<file path="config.mk">
export PLATFORM = sky130hd
export DESIGN_NAME = matmul_sequencer_flat
export DESIGN_NICKNAME = d
export VERILOG_FILES = /design/src/rtl/matmul_pkg.sv /design/src/rtl/matmul_sequencer_if.sv /design/src/rtl/matmul_sequencer.sv /design/src/flat_wrapper.sv
export SDC_FILE = /design/constraint.sdc
export NUM_CORES = 1
export LEC_CHECK = 0
export ABC_AREA = 0
export ABC_CLOCK_PERIOD_IN_PS = 10400
export CAP_MARGIN = 10
export CELL_PAD_IN_SITES_DETAIL_PLACEMENT = 1
export CELL_PAD_IN_SITES_GLOBAL_PLACEMENT = 1
export CORE_MARGIN = 5
export CORE_UTILIZATION = 36
export DETAILED_ROUTE_END_ITERATION = 6
export PLACE_DENSITY = 0.8
export SYNTH_ARGS = -nofsm -noshare
export SYNTH_HDL_FRONTEND = slang
export SYNTH_SLANG_ARGS = --single-unit
</file>
<file path="constraint.sdc">
create_clock -name clk -period 10.4 [get_ports clk]
set_clock_uncertainty 0.05 [all_clocks]
set_input_delay 1.04 -clock clk [delete_from_list [all_inputs] [get_ports clk]]
set_output_delay 1.04 -clock clk [all_outputs]
set_load 0.01 [all_outputs]
</file>
<file path="src/rtl/matmul_pkg.sv">
// matmul_pkg
// Shared configuration for the FeedForward matrix multiplier and its
// sequencer. Both sides import the same sizes so the flattened operand and
// result buses always agree in width and element ordering.
//   N       rows of A and C
//   DIN     columns of A / rows of B
//   DOUT    columns of B and C
//   WIDTH   signed operand element width (results are 2*WIDTH)
//   TIMEOUT maximum WAIT cycles before a job is abandoned
package matmul_pkg;

  localparam int N       = 3;
  localparam int DIN     = 3;
  localparam int DOUT    = 3;
  localparam int WIDTH   = 8;
  localparam int TIMEOUT = 64;

  localparam int A_ELEMS  = N * DIN;
  localparam int B_ELEMS  = DIN * DOUT;
  localparam int C_ELEMS  = N * DOUT;
  localparam int AB_ELEMS = A_ELEMS + B_ELEMS;
  localparam int C_WIDTH  = 2 * WIDTH;

  function automatic int max_int(input int a, input int b);
    return (a > b) ? a : b;
  endfunction

  // idx walks the operand load and the result drain, so it must cover both.
  localparam int IDX_W  = $clog2(max_int(AB_ELEMS, C_ELEMS));
  localparam int WCNT_W = $clog2(TIMEOUT);

  typedef enum logic [1:0] {
    LOAD  = 2'd0,
    KICK  = 2'd1,
    WAIT  = 2'd2,
    DRAIN = 2'd3
  } state_t;

endpackage

</file>
<file path="src/rtl/matmul_sequencer_if.sv">
// matmul_sequencer_if
// Bundles every signal of the sequencer except clock and reset.
//   operand stream : in_valid, in_ready, in_data
//   multiplier bus : mm_start, mm_done, mm_a, mm_b, mm_c
//   result stream  : out_valid, out_ready, out_data, out_last
//   status         : busy, timeout_err, dbg_state (FSM state for checkers)
// Streams use valid/ready: a transfer happens on a rising clock edge where
// both valid and ready are high; once valid is raised, the data (and last)
// stay constant until that transfer happens.
// master = the sequencer, slave = the environment (source, sink, multiplier).
interface matmul_sequencer_if;
  import matmul_pkg::*;

  logic                       in_valid;
  logic                       in_ready;
  logic [WIDTH-1:0]           in_data;
  logic                       mm_start;
  logic                       mm_done;
  logic [A_ELEMS*WIDTH-1:0]   mm_a;
  logic [B_ELEMS*WIDTH-1:0]   mm_b;
  logic [C_ELEMS*C_WIDTH-1:0] mm_c;
  logic                       out_valid;
  logic                       out_ready;
  logic [C_WIDTH-1:0]         out_data;
  logic                       out_last;
  logic                       busy;
  logic                       timeout_err;
  state_t                     dbg_state;

  modport master (
    input  in_valid, in_data, mm_done, mm_c, out_ready,
    output in_ready, mm_start, mm_a, mm_b, out_valid, out_data, out_last,
           busy, timeout_err, dbg_state
  );

  modport slave (
    output in_valid, in_data, mm_done, mm_c, out_ready,
    input  in_ready, mm_start, mm_a, mm_b, out_valid, out_data, out_last,
           busy, timeout_err, dbg_state
  );

endinterface

</file>
<file path="src/rtl/matmul_sequencer.sv">
// matmul_sequencer
// Initiator-side controller for the START/DONE matrix multiplier. Loads A
// then B (row-major) from the operand stream, pulses START, waits for DONE
// (bounded by TIMEOUT), captures C and streams it out row-major.
// Ports:
//   clk   clock
//   reset asynchronous active-high reset
//   bus   matmul_sequencer_if.master (operand stream, multiplier bus,
//         result stream, busy/timeout_err status, dbg_state)
module matmul_sequencer
  import matmul_pkg::*;
(
  input  logic                clk,
  input  logic                reset,
  matmul_sequencer_if.master  bus
);

  localparam logic [IDX_W-1:0]  IDX_AB_LAST = IDX_W'(AB_ELEMS - 1);
  localparam logic [IDX_W-1:0]  IDX_C_LAST  = IDX_W'(C_ELEMS - 1);
  localparam logic [WCNT_W-1:0] WCNT_LAST   = WCNT_W'(TIMEOUT - 1);

  state_t                     state;
  logic [IDX_W-1:0]           idx;
  logic [WCNT_W-1:0]          wcnt;
  // A occupies the low elements and B the high ones, so a single running
  // idx addresses both during the load.
  logic [AB_ELEMS*WIDTH-1:0]  ab_buf;
  logic [C_ELEMS*C_WIDTH-1:0] c_buf;

  logic                       in_ready_q;
  logic                       mm_start_q;
  logic                       out_valid_q;
  logic [C_WIDTH-1:0]         out_data_q;
  logic                       out_last_q;
  logic                       busy_q;
  logic                       timeout_err_q;

  logic [IDX_W-1:0]           idx_nxt;
  assign idx_nxt = idx + IDX_W'(1);

  always_ff @(posedge clk or posedge reset) begin
    if (reset) begin
      state         <= LOAD;
      idx           <= '0;
      wcnt          <= '0;
      ab_buf        <= '0;
      c_buf         <= '0;
      in_ready_q    <= 1'b1;
      mm_start_q    <= 1'b0;
      out_valid_q   <= 1'b0;
      out_data_q    <= '0;
      out_last_q    <= 1'b0;
      busy_q        <= 1'b0;
      timeout_err_q <= 1'b0;
    end else begin
      case (state)
        LOAD: begin
          // in_ready is high throughout LOAD, so valid alone is a transfer.
          if (bus.in_valid) begin
            ab_buf[int'(idx)*WIDTH +: WIDTH] <= bus.in_data;
            timeout_err_q <= 1'b0;
            if (idx == IDX_AB_LAST) begin
              idx        <= '0;
              state      <= KICK;
              in_ready_q <= 1'b0;
              busy_q     <= 1'b1;
              mm_start_q <= 1'b1;
            end else begin
              idx <= idx_nxt;
            end
          end
        end

        KICK: begin
          mm_start_q <= 1'b0;
          wcnt       <= '0;
          state      <= WAIT;
        end

        WAIT: begin
          // wcnt==0 is the first WAIT cycle: a DONE left over from the
          // previous job can still be high there, so it is not trusted.
          if (wcnt != '0 && bus.mm_done) begin
            c_buf       <= bus.mm_c;
            idx         <= '0;
            out_valid_q <= 1'b1;
            out_data_q  <= bus.mm_c[C_WIDTH-1:0];
            out_last_q  <= (C_ELEMS == 1);
            state       <= DRAIN;
          end else if (wcnt == WCNT_LAST) begin
            timeout_err_q <= 1'b1;
            idx           <= '0;
            in_ready_q    <= 1'b1;
            busy_q        <= 1'b0;
            state         <= LOAD;
          end else begin
            wcnt <= wcnt + WCNT_W'(1);
          end
        end

        DRAIN: begin
          if (bus.out_ready) begin
            if (idx == IDX_C_LAST) begin
              idx         <= '0;
              out_valid_q <= 1'b0;
              out_data_q  <= '0;
              out_last_q  <= 1'b0;
              in_ready_q  <= 1'b1;
              busy_q      <= 1'b0;
              state       <= LOAD;
            end else begin
              idx        <= idx_nxt;
              out_data_q <= c_buf[int'(idx_nxt)*C_WIDTH +: C_WIDTH];
              out_last_q <= (idx_nxt == IDX_C_LAST);
            end
          end
        end

        default: state <= LOAD;
      endcase
    end
  end

  assign bus.in_ready    = in_ready_q;
  assign bus.mm_start    = mm_start_q;
  assign bus.mm_a        = ab_buf[A_ELEMS*WIDTH-1:0];
  assign bus.mm_b        = ab_buf[AB_ELEMS*WIDTH-1:A_ELEMS*WIDTH];
  assign bus.out_valid   = out_valid_q;
  assign bus.out_data    = out_data_q;
  assign bus.out_last    = out_last_q;
  assign bus.busy        = busy_q;
  assign bus.timeout_err = timeout_err_q;
  assign bus.dbg_state   = state;

endmodule

</file>
<file path="src/flat_wrapper.sv">
// flat-port wrapper written by rule: the top's interface ports become plain ports
module matmul_sequencer_flat import matmul_pkg::*;
  (clk, reset, bus_in_valid, bus_in_data, bus_mm_done, bus_mm_c, bus_out_ready, bus_in_ready, bus_mm_start, bus_mm_a, bus_mm_b, bus_out_valid, bus_out_data, bus_out_last, bus_busy, bus_timeout_err, bus_dbg_state);
  matmul_sequencer_if bus_i ();
  input  logic clk;
  input  logic reset;
  input wire logic [$bits(bus_i.in_valid)-1:0] bus_in_valid;
  input wire logic [$bits(bus_i.in_data)-1:0] bus_in_data;
  input wire logic [$bits(bus_i.mm_done)-1:0] bus_mm_done;
  input wire logic [$bits(bus_i.mm_c)-1:0] bus_mm_c;
  input wire logic [$bits(bus_i.out_ready)-1:0] bus_out_ready;
  output wire logic [$bits(bus_i.in_ready)-1:0] bus_in_ready;
  output wire logic [$bits(bus_i.mm_start)-1:0] bus_mm_start;
  output wire logic [$bits(bus_i.mm_a)-1:0] bus_mm_a;
  output wire logic [$bits(bus_i.mm_b)-1:0] bus_mm_b;
  output wire logic [$bits(bus_i.out_valid)-1:0] bus_out_valid;
  output wire logic [$bits(bus_i.out_data)-1:0] bus_out_data;
  output wire logic [$bits(bus_i.out_last)-1:0] bus_out_last;
  output wire logic [$bits(bus_i.busy)-1:0] bus_busy;
  output wire logic [$bits(bus_i.timeout_err)-1:0] bus_timeout_err;
  output wire logic [$bits(bus_i.dbg_state)-1:0] bus_dbg_state;
  assign bus_i.in_valid = bus_in_valid;
  assign bus_i.in_data = bus_in_data;
  assign bus_i.mm_done = bus_mm_done;
  assign bus_i.mm_c = bus_mm_c;
  assign bus_i.out_ready = bus_out_ready;
  assign bus_in_ready = bus_i.in_ready;
  assign bus_mm_start = bus_i.mm_start;
  assign bus_mm_a = bus_i.mm_a;
  assign bus_mm_b = bus_i.mm_b;
  assign bus_out_valid = bus_i.out_valid;
  assign bus_out_data = bus_i.out_data;
  assign bus_out_last = bus_i.out_last;
  assign bus_busy = bus_i.busy;
  assign bus_timeout_err = bus_i.timeout_err;
  assign bus_dbg_state = bus_i.dbg_state;
  matmul_sequencer u_core (.clk(clk), .reset(reset), .bus(bus_i));
endmodule
</file>
* Word level (Yosys, flattened, before mapping) *
Index checks and enable logic that the tools add are counted.

cells by class
  muxes and demuxes = 45
  reduce and logical (&&, ||, !) cells = 18
  shift operators = 3
  eq/ne operators = 16
  add/sub/neg operators = 3

operator list
  kind                                                                       count
  144-bit bitwise mux                                                        1
  8-bit by 33-bit variable shift with 144-bit output (first input constant)  1
  144-bit by 10-bit variable part select with 16-bit output                  1
  8-bit by 33-bit variable part select with 144-bit output                   1
  16-bit two-way mux                                                         3
  8-bit negation with 33-bit output                                          1
  16-bit one-hot mux with 2 select lines                                     1
  5-bit two-way mux                                                          6
  1-bit two-way mux                                                          17
  5-bit one-hot mux with 3 select lines                                      1
  2-bit two-way mux                                                          6
  6-bit two-way mux                                                          2
  6-bit one-hot mux with 2 select lines                                      1
  4-bit AND reduction                                                        3
  5-bit by 4-bit == test with 1-bit output (second input constant)           2
  3-bit AND reduction                                                        3
  2-bit by 1-bit inequality test with 1-bit output (second input constant)   4
  2-bit inequality test (second input constant)                              4
  1-bit one-hot mux with 2 select lines                                      4
  2-bit one-hot mux with 4 select lines                                      1
  2-bit nonzero test                                                         4
  7-bit AND reduction                                                        1
  6-bit by 1-bit adder with 6-bit output (second input constant)             1
  6-bit == test (second input constant)                                      1
  other kinds (12)                                                           15

word-level totals
  logic and storage cells = 97
  input bits = 157
  register bits after elaboration = 323
  output and inout port bits = 168

* Longest topological paths before layout *
Gate-level depths: netlist of run 1.

  depth in word-level cells = 5
  mapped depth = 14

* Worst setup path after synthesis of run 1 *
No wires, ideal clock.

  kind = flip-flop to flip-flop
  from = reg u_core.idx[0]
  to = reg u_core.ab_buf[96]
  setup time = 95 ps
  arrival = 2976 ps
  stages on the path, launching flop included = 14
  period minus slack after synthesis = 3122 ps
  path slack = 7278 ps
  cell sequence = dfrtp_1 -> buf_4 -> clkbuf_1 -> inv_1 -> ha_1 -> buf_2 -> nor3b_1 -> ha_1 -> nand2b_1 -> mux2i_1 -> buf_4 -> nand3_1 -> buf_2 -> o31ai_1

on the way
  cells in the longest elaborated chain, start to end = 3
  elaborated cells between the ends (all ways) = 4
  classes of those cells = 1 x add/sub; 2 x shift; 1 x mux

RTL lines
  element                                                                                                                                line                     text
  start, declared                                                                                                                        matmul_sequencer.sv:23   logic [IDX_W-1:0] idx;
  start signal, assigned                                                                                                                 matmul_sequencer.sv:69   idx <= idx_nxt;
  start signal, assigned                                                                                                                 matmul_sequencer.sv:112  idx <= idx_nxt;
  8-bit negation with 33-bit output (*)                                                                                                  matmul_sequencer.sv:60   ab_buf[int'(idx)*WIDTH +: WIDTH] <= bus.in_data;
  8-bit by 33-bit variable part select with 144-bit output / 8-bit by 33-bit variable shift with 144-bit output (equally long branches)  matmul_sequencer.sv:60
  144-bit bitwise mux (*)                                                                                                                matmul_sequencer.sv:60
  end signal, assigned by index                                                                                                          matmul_sequencer.sv:60
  end, declared                                                                                                                          matmul_sequencer.sv:27   logic [AB_ELEMS*WIDTH-1:0] ab_buf;

Mark *: on every way between the ends. The rest lies on a longest branch, timed or not.
A chain may end at the register's enable or synchronous reset.

* Final worst setup path of run 1 *
  from = reg u_core.idx[0]
  to = reg u_core.ab_buf[15]

Same word-level chain as after synthesis.

==> run_results.csv, run 1 <==
group,metric,value,unit
timing,fin_crit_sh,41.99,%
timing,relSlewSlack,18.98,%
worst_setup_path,cp-start-kind,"flip-flop",
global_routing,overflow,0,
final_layout,post-route-util,48.62,%
clocking,cts_tree,"built",
timing,max_freq,229.0,MHz
floorplanning,die_h,209.2,um
drt,via_count,10540,
logic_synthesis,netlist_top_cells_count,"dfrtp_1 (322), nand2_1 (187), mux2_2 (161), o31ai_1 (114), buf_2 (47)",
clocking,root_buffer,"clkbuf_16",
floorplanning,initial_utilization,36.22,%
drt,drt-total-wl,46040,um
clocking,clk_pin_slew,0.06,ns
final_layout,nets,1590,
timing,fin_crit,4.367,ns
placed_design,dp_hpwl,31880,um
logic_synthesis,ys_warn_count,0,
worst_setup_path,worstPathCellList,"buf_4 -> inv_1 -> ha_4 -> nor3b_1 -> ha_1 -> nand2_1 -> mux2i_2 -> nand3_1 -> o41ai_1",
worst_setup_path,path_class,"reg2reg",
floorplanning,num_io_pins,325,
logic_synthesis,avgSynthCellArea,12.67,um^2
final_layout,area_delta_synth_final,34.25,%
timing,slew_violations,0,
drt,drtIter0Drc,531,
logic_synthesis,synth_cell_types,59,
placed_design,io_buffers,324,
drt,drcViolationCount,0,
clocking,htreeDepth,2,
drt,post_drt_wl_per_cell,23.34,um
logic_synthesis,synth-seq-cells,323,
logic_synthesis,synth_flop_cell,"dfrtp_1",
power_and_ir_drop,leakage,7.900,nW
floorplanning,core-area,39460,um^2
global_routing,grt_pass1_vias,11610,
timing,rsz0062_at_grt,"false",
timing,setup_violations,0,
min_path,min_from,"u_core.ab_buf[58]",
run,cap_violations,0,
final_layout,multi_input_area,5796,um^2
worst_setup_path,r2r_slack,6.03,ns
logic_synthesis,synth-async-reset-ratio,100.0,%
clocking,post_cts.repair.setup_buffers,0,
timing,finalSetupTns,0,ns
clocking,insertion_delay,0.55,ns
floorplanning,dieArea,43780,um^2
floorplanning,die_w,209.2,um
clocking,cts_resized,0,
drt,dr.pass1.iters,4,
drt,antenna_left,0,
worst_setup_path,critPathRequiredTime,10.77,ns
final_layout,seqCellArea,8085,um^2
placed_design,gp_congestion,0.8181,
logic_synthesis,netlist_instances,1128,
global_routing,grt_max_degree,110,
worst_setup_path,path_depth,9,
worst_setup_path,cp_slowest_cell,"mux2i_2",
timing,hold_violations,0,
final_layout,drive_above_1_share,19.70,%
worst_setup_path,reg2reg_to,"u_core.ab_buf[15]",
logic_synthesis,synth_edf_count,0,
final_layout,n_fill_cell,4059,
min_path,min_to,"u_core.ab_buf[58]",
global_routing,grt_first_pass_wirelength,70500,um
outcome,outcome,"finished clean",
worst_setup_path,critical_path.top_delay_family,"simple AND/OR/NAND/NOR gates",
timing,worstMarginPinSlew,1.211,ns
logic_synthesis,synthMostInstantiatedCell,"dfrtp_1",
clocking,clock-sinks,323,
min_path,hold_class,"reg2reg",
clocking,numCtsBuffers,37,
logic_synthesis,synth_area_leaders,"dfrtp_1 (56%), mux2_2 (13%), o31ai_1 (6.0%)",
clocking,clockBufferDepth,3,
logic_synthesis,netlist_area,14290,um^2
worst_setup_path,path_buf_inv,2,
worst_setup_path,cpPeakStageDelay,0.86,ns
drt,avgViaCountPerCell,5.342,
logic_synthesis,synthesis.nets,1296,
worst_setup_path,critical_path.endpoint_type,"flip-flop",
worst_setup_path,arrival,4.73,ns
min_path,hold_depth,2,
logic_synthesis,synth_top_area_cell,"dfrtp_1",
worst_setup_path,rr_worst_depth,9,
worst_setup_path,reg2reg_from,"u_core.idx[0]",
global_routing,track_usage,20.58,%
logic_synthesis,synth_top_area_share,56.39,%
floorplanning,rows,73,
power_and_ir_drop,p_per_area,265.3,nW/um^2
power_and_ir_drop,ir_drop,0.1514,mV
global_routing,antenna_found_initial,13,
clocking,cts_hold_buffers,0,
logic_synthesis,ys_seq_area_share,56.57,%
worst_setup_path,cp_max_fo,51,
==> placed cells by master (no fill, tap or decap), types with 10 or more instances in the layout <==
cell and instances:
a221o_1 17, a22o_1 16, clkbuf_1 10, clkbuf_16 39, clkdlybuf4s50_1 324, dfrtp_1 321
ha_1 10, inv_1 15, mux2_2 161, mux4_2 32, nand2_1 187, nand3_1 11
nand3_2 10, nor2_1 16, nor3_1 13, o21ai_0 19, o31ai_1 114, o41ai_1 22
==> worst register-to-register path, cell delays in order, from the launching register on <==
cell and delay (ns):
dfrtp_2 0.34, buf_4 0.61, inv_1 0.19, ha_4 0.24
nor3b_1 0.17, ha_1 0.47, nand2_1 0.13, mux2i_2 0.86
nand3_1 0.69, o41ai_1 0.50
==> cells by family after synthesis <==
kind of cell | after synthesis | share of synthesized area, %
XOR/XNOR | 6 | 0.3678
flip-flops | 323 | 56.57
AND/OR/NAND/NOR | 276 | 8.966
multiplexers | 197 | 18.01
adder cells (fa/ha/maj) | 11 | 0.9631
buffers and inverters | 94 | 3.143
AO/OA/AOI/OAI | 221 | 11.98
==> power breakdown <==
group	internal, W	switching [W]	leakage (nW)
logic	0.000880	0.00100	3.04
registers	0.00161	0.000231	4.24
clock network	0.000842	0.000521	0.619
==> per-stage QoR <==
stage          cell area [um^2]  worst slack, ns  cells  hold slack, ns  total power (W)
2_1_floorplan             14290           0.3703   1128          0.4239         0.003071
3_3_place_gp              17920            5.949   1908          0.4063         0.003679
3_5_place_dp              17920            5.907   1908          0.4154         0.003768
4_1_cts                   19180            5.845   1972          0.4282         0.005172
5_1_grt                   19180            5.673   1972          0.4407         0.005374
6_report                  19180            6.033   1973          0.4243         0.005090
==> flip-flops by register name, indices dropped and copies added (netlist names), 2 cells and up <==
register	cells
u_core.c_buf	144
u_core.idx	5
u_core.bus.dbg_state	2
u_core.bus.out_data	16
u_core.ab_buf	144
u_core.wcnt	6
==> how the worst max path moves through the flow <==
| stage | startpoint | to | slack, ns |
|---|---|---|---|
| CTS | u_core.idx[0] | u_core.ab_buf[15] | 5.84 |
| finish | u_core.idx[0] | u_core.ab_buf[15] | 6.03 |
| floorplan | reset | u_core.ab_buf[0] | 0.37 |
| global placement | bus_mm_done | u_core.c_buf[84] | 5.95 |
| detailed placement | u_core.idx[0] | u_core.ab_buf[15] | 5.91 |
| global route | u_core.idx[0] | u_core.ab_buf[15] | 5.67 |
==> layer usage <==
metal	track usage (%)	vias to the layer above	wire, um
met2	35.19	352	22660
met1	24.95	5322	18510
met4	6.076	20	1134
li1	-	4761	-
met5	0	-	120
met3	6.636	85	3616
==> layout make-up <==
type | count | share of cell area (%)
flip-flops and latches | 323 | 42.14
multi-input cells | 711 | 30.21
repair buffers | 333 | 17.26
clock buffers | 57 | 5.857
well taps | 525 | 3.424
clock inverters | 7 | 0.7435
inverters | 16 | 0.3522
diodes | 1 | 0.01304
Power figures use the tool's default switching activity.
==> inputs of run 2 (changes only) <==
--- a/config.mk
+++ b/config.mk
@@ -6,14 +6,14 @@
 export NUM_CORES = 1
 export LEC_CHECK = 0
 export ABC_AREA = 0
-export ABC_CLOCK_PERIOD_IN_PS = 10400
+export ABC_CLOCK_PERIOD_IN_PS = 4050
 export CAP_MARGIN = 10
 export CELL_PAD_IN_SITES_DETAIL_PLACEMENT = 1
 export CELL_PAD_IN_SITES_GLOBAL_PLACEMENT = 1
 export CORE_MARGIN = 5
-export CORE_UTILIZATION = 36
+export CORE_UTILIZATION = 40
 export DETAILED_ROUTE_END_ITERATION = 6
-export PLACE_DENSITY = 0.8
+export PLACE_DENSITY = 0.84
 export SYNTH_ARGS = -nofsm -noshare
 export SYNTH_HDL_FRONTEND = slang
 export SYNTH_SLANG_ARGS = --single-unit
==> constraint.sdc (replaced) <==
create_clock -name clk -period 4.05 [get_ports clk]
set_clock_uncertainty 0.05 [all_clocks]
set_input_delay 0.405 -clock clk [delete_from_list [all_inputs] [get_ports clk]]
set_output_delay 0.405 -clock clk [all_outputs]
set_load 0.01 [all_outputs]
==> run_results.csv, run 2 (synthesis results as in run 1) <==
group,metric,value,unit
worst_setup_path,cpPeakStageDelay,0.56,ns
clocking,cts_hold_buffers,0,
drt,dr.pass1.iters,5,
final_layout,most-common-layout-cells,"clkdlybuf4s50_1 (324), dfrtp_1 (321), nand2_1 (187)",
floorplanning,rows,69,
power_and_ir_drop,p_total,0.01294,W
timing,setup_violations,0,
global_routing,grt_max_degree,82,
drt,drt-total-wl,47420,um
clocking,clk_pin_slew,0.06,ns
placed_design,io_buffers,324,
run,cap_violations,0,
worst_setup_path,crit_end,"u_core.ab_buf[49]",
worst_setup_path,cp-start-kind,"flip-flop",
power_and_ir_drop,ir_drop,0.5044,mV
worst_setup_path,arrival,3.69,ns
timing,slew_violations,0,
placed_design,dp_hpwl,34040,um
drt,drcViolationCount,0,
worst_setup_path,r2r_slack,0.70,ns
worst_setup_path,worstPathCellList,"inv_1 -> ha_4 -> nor3b_1 -> ha_1 -> nand2_1 -> mux2i_2 -> buf_4 -> nand3_1 -> o31ai_1",
worst_setup_path,cp_max_fo,18,
final_layout,final_common_cell,"clkdlybuf4s50_1",
global_routing,overflow,0,
placed_design,place_area,17950,um^2
clocking,clockBufferDepth,3,
power_and_ir_drop,swShare,34.99,%
timing,fin_crit_sh,82.64,%
global_routing,track_usage,23.63,%
final_layout,area_delta_synth_final,33.86,%
drt,post_drt_wl_per_cell,24.78,um
drt,avgViaCountPerCell,5.667,
power_and_ir_drop,clockPowerShare,25.4,%
placed_design,gp_congestion,0.8448,
floorplanning,dieArea,39610,um^2
floorplanning,die_w,199.0,um
global_routing,grt_pass1_vias,12000,
floorplanning,die_h,199.0,um
global_routing,grt_first_pass_wirelength,72060,um
timing,worstMarginPinSlew,1.236,ns
power_and_ir_drop,p_int,0.008414,W
worst_setup_path,rr_worst_depth,9,
worst_setup_path,cp_slowest_cell,"dfrtp_2",
final_layout,drive_above_1_share,19.97,%
clocking,htreeDepth,2,
worst_setup_path,reg2reg_from,"u_core.idx[0]",
worst_setup_path,reg2reg_to,"u_core.ab_buf[49]",
final_layout,n_fill_cell,3540,
timing,rsz0062_at_grt,"false",
timing,relSlewSlack,16.96,%
power_and_ir_drop,seqPwrFrac,37.1,%
floorplanning,core-area,35400,um^2
drt,antenna_left,0,
clocking,clock-sinks,323,
worst_setup_path,path_class,"reg2reg",
outcome,outcome,"finished clean",
min_path,min_from,"u_core.ab_buf[43]",
power_and_ir_drop,p_per_area,676.6,nW/um^2
timing,hold_violations,0,
clocking,cts_resized,0,
drt,drtIter0Drc,640,
drt,via_count,10850,
final_layout,nets,1596,
final_layout,fin_area,19130,um^2
worst_setup_path,critPathRequiredTime,4.40,ns
worst_setup_path,startpoint,"u_core.idx[0]",
clocking,numCtsBuffers,36,
timing,max_freq,298.8,MHz
timing,fin_crit,3.347,ns
power_and_ir_drop,power_frac_comb,37.5,%
clocking,cts_tree,"built",
min_path,hold_class,"reg2reg",
global_routing,antenna_found_initial,7,
floorplanning,initial_utilization,40.37,%
clocking,insertion_delay,0.52,ns
clocking,root_buffer,"clkbuf_16",
power_and_ir_drop,p_sw,0.004528,W
floorplanning,num_io_pins,325,
power_and_ir_drop,leakage,7.907,nW
clocking,post_cts.repair.setup_buffers,0,
worst_setup_path,critical_path.endpoint_type,"flip-flop",
==> run 2: through the flow <==
step                hold WS [ns]  setup TNS [ns]  util, %  cells  setup WS (ns)
floorplan                 0.4239         -229.57        -   1128        -0.7129
CTS                       0.4180               0    54.03   1913         0.6721
global placement          0.4085               0    50.72   1851         0.8973
finish                    0.4242               0    54.04   1914         0.7029
global route              0.4338               0    54.03   1913         0.4473
detailed placement        0.4144               0    50.72   1851         0.7481
==> run 2: worst min-delay path by stage <==
stage / depth (start not counted) / end
floorplan: 2 / u_core.bus.in_ready
global placement: 2 / u_core.ab_buf[75]
detailed placement: 2 / u_core.ab_buf[12]
CTS: 2 / u_core.c_buf[100]
global route: 2 / u_core.c_buf[100]
finish: 2 / u_core.ab_buf[43]
==> run 2: area by class of cell <==
type	count	area, um^2	share of cell area (%)
Sequential cell	323	8085	42.27
Multi-Input combinational cell	711	5801	30.32
Tap cell	461	576.8	3.015
Timing Repair Buffer	340	3426	17.91
Antenna cell	1	2.502	0.01308
Inverter	16	63.81	0.3336
Clock inverter	10	140.1	0.7326
Clock buffer	52	1033	5.403
==> run 2: power groups by stage <==
stage / Clock [W] / Combinational [W] / Sequential (W)
floorplan: 0 / 0.00330 / 0.00459
global placement: 0 / 0.00468 / 0.00475
detailed placement: 0 / 0.00487 / 0.00484
CTS: 0.00335 / 0.00493 / 0.00481
global route: 0.00349 / 0.00522 / 0.00490
finish: 0.00328 / 0.00485 / 0.00481
==> run 2: routing by layer <==
metal | GRT usage, % | vias to the layer above | wire length (um)
li1 | - | 4755 | -
met1 | 29.04 | 5536 | 18120
met2 | 40.47 | 444 | 23690
met3 | 6.098 | 101 | 3771
met4 | 8.511 | 10 | 1766
met5 | 0 | - | 73
==> run 2: critical path: cells and delay by family (launching register included) <==
| family | cells | cell delay [ns] |
|---|---|---|
| and+or+nand+nor | 3 | 1.01 |
| AOI/OAI and AO/OA | 1 | 0.48 |
| buffers and inverters | 2 | 0.40 |
| adders and majority gates | 2 | 0.53 |
| muxes | 1 | 0.18 |
| DFF | 1 | 0.56 |
